<file path="src/rtl/bcd_to_bin_seq_pkg.sv">
// rtl/bcd_to_bin_seq_pkg.sv - shared score width helpers for the BCD/binary converters
package bcd_to_bin_seq_pkg;

   // BCD width able to hold any W-bit binary value, used by both conversion directions.
   function automatic int bcd_width(input int w);
      return w + (w - 4) / 3 + 1;
   endfunction

   function automatic int bcd_digits(input int w);
      return (bcd_width(w) + 3) / 4;
   endfunction

endpackage

</file>
<file path="src/rtl/bcd_digit_sub3.sv">
// rtl/bcd_digit_sub3.sv - reverse double dabble digit correction
module bcd_digit_sub3 (
   input  logic [3:0] d,
   output logic [3:0] q
);

   assign q = (d >= 4'd8) ? (d - 4'd3) : d;

endmodule

</file>
<file path="src/rtl/bcd_to_bin_seq.sv">
// rtl/bcd_to_bin_seq.sv - sequential BCD to binary converter, one shift per clock
module bcd_to_bin_seq
   import bcd_to_bin_seq_pkg::*;
#(
   parameter  int W  = 16,
   localparam int BW = bcd_width(W),
   localparam int ND = bcd_digits(W)
) (
   input  logic          clk,
   input  logic          rst_n,
   input  logic          start,
   input  logic [BW-1:0] bcd_in,
   output logic          busy,
   output logic          done,
   output logic [W-1:0]  bin,
   output logic          ovf,
   output logic          err
);

   localparam int CW = $clog2(W);
   localparam logic [CW-1:0] LAST = CW'(W - 1);

   typedef enum logic [1:0] {IDLE, SHIFT, FIN} state_t;

   state_t          state;
   logic [4*ND-1:0] bcd_reg;
   logic [W-1:0]    bin_reg;
   logic [CW-1:0]   count;
   logic            err_pending;

   logic [4*ND-1:0] bcd_pad;
   logic [4*ND-1:0] sh_bcd;
   logic [4*ND-1:0] corr_bcd;
   logic [W-1:0]    sh_bin;
   logic            bad_digit;

   assign bcd_pad = (4*ND)'(bcd_in);

   // The whole scratch shifts right as one vector; the bit leaving bcd_reg lands in bin_reg's MSB.
   assign {sh_bcd, sh_bin} = {1'b0, bcd_reg, bin_reg[W-1:1]};

   for (genvar i = 0; i < ND; i++) begin : g_digit
      bcd_digit_sub3 u_sub3 (
         .d(sh_bcd[4*i +: 4]),
         .q(corr_bcd[4*i +: 4])
      );
   end

   always_comb begin
      bad_digit = 1'b0;
      for (int i = 0; i < ND; i++) begin
         if (bcd_pad[4*i +: 4] > 4'd9) bad_digit = 1'b1;
      end
   end

   always_ff @(posedge clk or negedge rst_n) begin
      if (!rst_n) begin
         state       <= IDLE;
         bcd_reg     <= '0;
         bin_reg     <= '0;
         count       <= '0;
         err_pending <= 1'b0;
         busy        <= 1'b0;
         done        <= 1'b0;
         bin         <= '0;
         ovf         <= 1'b0;
         err         <= 1'b0;
      end else begin
         done <= 1'b0;
         case (state)
            IDLE: begin
               if (start) begin
                  bcd_reg     <= bcd_pad;
                  bin_reg     <= '0;
                  err_pending <= bad_digit;
                  ovf         <= 1'b0;
                  err         <= 1'b0;
                  count       <= '0;
                  busy        <= 1'b1;
                  state       <= bad_digit ? FIN : SHIFT;
               end
            end
            SHIFT: begin
               bcd_reg <= corr_bcd;
               bin_reg <= sh_bin;
               count   <= count + 1'b1;
               if (count == LAST) state <= FIN;
            end
            FIN: begin
               // Anything left in bcd_reg after W shifts is value above 2^W-1.
               done  <= 1'b1;
               busy  <= 1'b0;
               bin   <= err_pending ? '0 : bin_reg;
               ovf   <= (bcd_reg != '0) && !err_pending;
               err   <= err_pending;
               state <= IDLE;
            end
            default: state <= IDLE;
         endcase
      end
   end

endmodule

</file>
<file path="config.mk">
export PLATFORM = sky130hd
export DESIGN_NAME = bcd_to_bin_seq
export DESIGN_NICKNAME = d
export VERILOG_FILES = /design/src/rtl/bcd_to_bin_seq_pkg.sv /design/src/rtl/bcd_digit_sub3.sv /design/src/rtl/bcd_to_bin_seq.sv
export SDC_FILE = /design/constraint.sdc
export NUM_CORES = 1
export LEC_CHECK = 0
export CAP_MARGIN = 40
export CELL_PAD_IN_SITES_DETAIL_PLACEMENT = 1
export CELL_PAD_IN_SITES_GLOBAL_PLACEMENT = 2
export CORE_UTILIZATION = 36
export CTS_BUF_LIST = sky130_fd_sc_hd__clkbuf_8
export DETAILED_ROUTE_END_ITERATION = 8
export PLACE_DENSITY_LB_ADDON = 0.1
export SKIP_LAST_GASP = 1
export SLEW_MARGIN = 15
export SYNTH_ARGS = -nofsm -noshare
export SYNTH_HDL_FRONTEND = slang
export SYNTH_SLANG_ARGS = --single-unit
</file>
<file path="constraint.sdc">
create_clock -name clk -period 1.5 [get_ports clk]
set_input_delay 0.3 -clock clk [delete_from_list [all_inputs] [get_ports clk]]
set_output_delay 0.3 -clock clk [all_outputs]
set_load 0.05 [all_outputs]
</file>
==> out/results.tsv <==
metric	value	unit
most frequent cells in the layout	dfrtp_1, nand2_1, buf_4, buf_12	
gr busiest metal	met2	
# H-tree levels	3	
global-route wire length before repair	13300	um
Slew headroom	0.667	
Final nets	411	
Switching Share	0.339	
Vias/cell	5.15	
number of global-route vias before repair	2590	
Max Root-Sink Buffers	2	
hpwl dp	5550	um
Syn Std Cell Area	3100	um^2
Storage cell area	1600	um^2
area of the die	8980	um^2
Seq cells post-synth	64	
CP required	1.71	ns
met2 usage	0.344	
GRT met1 Usage	0.247	
pre-CTS setup slack	-0.130	ns
Max Clock Freq	685	MHz
Post-Route WL	7930	um
drt wl/cell	16.3	um
Cell Area, Placed	4010	um^2
Clock power frac	0.302	
Cell Pwr Density	1460	nW/um^2
crit start category	register	
Rows	33	
CP arrival	1.67	ns
Clk pin slew, worst setup/hold paths	0.07	ns
Max VDD drop	0.543	mV
fill count	920	
pins over their slew limit	0	
area grow syn2layout	39.0	%
Slew @ Worst Pin	0.499	ns
CTS sink cnt	64	
Top Ports	44	
Setup WS post-layout	0.0402	ns
Tmin final	1.46	ns
DRT iter0 DRCs	46	
Post-Synthesis Cells	310	
Hold Vio Cnt, Final	0	
run status	complete, no violations	
Clock Latency Late Sink	0.35	ns
Net Sw Power	0.00213	W
Seq/Total Area, Yosys	0.517	
Multi-input gate area	1350	um^2
critical path class	register to register	
I/O Buffers	43	
flip-flop count of the largest register after layout	32	
Setup Skew	0.00545	ns
layout cells sized above 1	0.197	
GRT Total Usage	0.200	
internal power	0.00415	W
root buf cell	clkbuf_8	
Die Ht	94.7	um
Area contributors post-synth	dfrtp_1, nand2_1, a22o_1	
crit path capture type	register	
synth warn	0	
RSZ-0062 raised after global routing	yes	
Pre-antenna DRT Iters	4	
Placer Congestion	0.767	
Finished Cell Area	4310	um^2
# Max-Cap Violations	0	
CP max FO	3	
CTS Buf Count	9	
Synth top area share	0.517	
gr ovfl total	0	
Distinct cells, synth	35	
Starting Density	0.375	
DRC violations left	0	
routing usage on met3	0.0419	
vias post-DR	2505	
commonest non-fill, non-tap cell in the layout	dfrtp_1	
hold crit path type	input pin to asynchronous set/reset pin	
Core Box Area	8260	um^2
period utilization	0.973	
post-synthesis area per instance	9.99	um^2
die width	94.7	um
Reg power frac	0.402	
initial antenna violation count	0	
CTS tree	done	
predominant post-synthesis flop cell	dfrtp_1	
Combinational Power Share	0.297	
Post-synth EDFFs	0	
Synth async-reset ratio	1.00	
post-synth top area cell	dfrtp_1	
# diodes	0	
Leakage	1.96	nW
Syn Nets	345	
setup violators final	0	
largest net degree at the start of global routing	36	
Final ANT Viol Nets	0	
[stage by stage]
step                hold WS, ns  power [W]  utilization  TNS, ns  instances
detailed placement        0.262    0.00435        0.485    -1.53        466
global route              0.446    0.00666        0.521  -0.0118        486
floorplan               0.00441    0.00356            -        0        310
finish                    0.419    0.00628        0.521        0        486
global placement          0.261    0.00429        0.485   -0.932        466
CTS                       0.418    0.00629        0.517        0        483
[final timing paths]
path                                        start                      end  slack [ns]  depth (start not counted)
max in group asynchronous                   rst_n  bcd_reg[15]$_DFFE_PN0P_        0.55                          3
min in group clk             count[3]$_DFFE_PN0P_     count[3]$_DFFE_PN0P_        0.48                          1
setup reg to reg           bcd_reg[7]$_DFFE_PN0P_          ovf$_DFFE_PN0P_        0.04                          3
setup / recovery           bcd_reg[7]$_DFFE_PN0P_          ovf$_DFFE_PN0P_        0.04                          3
hold / removal                              rst_n       bin[2]$_DFFE_PN0P_        0.42                          2
hold reg to reg              count[3]$_DFFE_PN0P_     count[3]$_DFFE_PN0P_        0.48                          1
[power groups by stage]
stage,registers [W],logic (W),clock network (W)
after floorplan,0.00248,0.00107,0
after global placement,0.00253,0.00175,0
after detailed placement,0.00254,0.00180,0
after CTS,0.00252,0.00183,0.00194
after global routing,0.00259,0.00206,0.00201
final,0.00252,0.00186,0.00189
[logic make-up after synthesis]
| group | Yosys count | share of synthesized area |
|---|---|---|
| AND/OR/NAND/NOR | 104 | 0.170 |
| flip-flops | 64 | 0.517 |
| buffers and inverters | 30 | 0.0497 |
| multiplexers | 1 | 0.00323 |
| AO/OA/AOI/OAI | 90 | 0.187 |
| XOR/XNOR | 10 | 0.0283 |
| adder cells (fa/ha/maj) | 11 | 0.0444 |
[Yosys cell counts (3+ instances only)]
cell type  number
o22ai_1         6
a21oi_1        11
o21ai_1        23
nor2_1         13
nand2b_1       23
a31oi_1        16
dfrtp_1        64
buf_6           3
a22o_1         18
o21ai_0         8
inv_1          11
buf_2           9
nand2_1        50
ha_1           11
clkbuf_1        5
o211a_1         5
xnor2_1         5
xor2_1          5
[metal layers]
layer  vias to the layer above  wire length [um]
li1                       1208                 -
met1                      1241              3510
met2                        46              4120
met3                        10               209
met4                         0                85
met5                         -                 0
[layout make-up]
| class | instances | share of cell area |
|---|---|---|
| clock buffers | 11 | 0.0352 |
| clock inverters | 5 | 0.0238 |
| inverters | 11 | 0.00959 |
| multi-input cells | 216 | 0.314 |
| flip-flops and latches | 64 | 0.372 |
| well taps | 105 | 0.0305 |
| repair buffers | 74 | 0.214 |
[what timing repair did]
item / 4_1_cts / 5_1_grt
endpoints found under the hold margin: 13 / 0
setup buffers: 0 / 3
endpoints found under the setup margin: 0 / 3
hold buffers: 1 / 0
resized for setup: 0 / 2
[critical path, stage by stage (launching register included)]
cell and delay [ns]:
dfrtp_1 0.41, or4_4 0.55, nor4_4 0.24, a41oi_1 0.14
No activity file was read; power rests on OpenSTA's default activity.
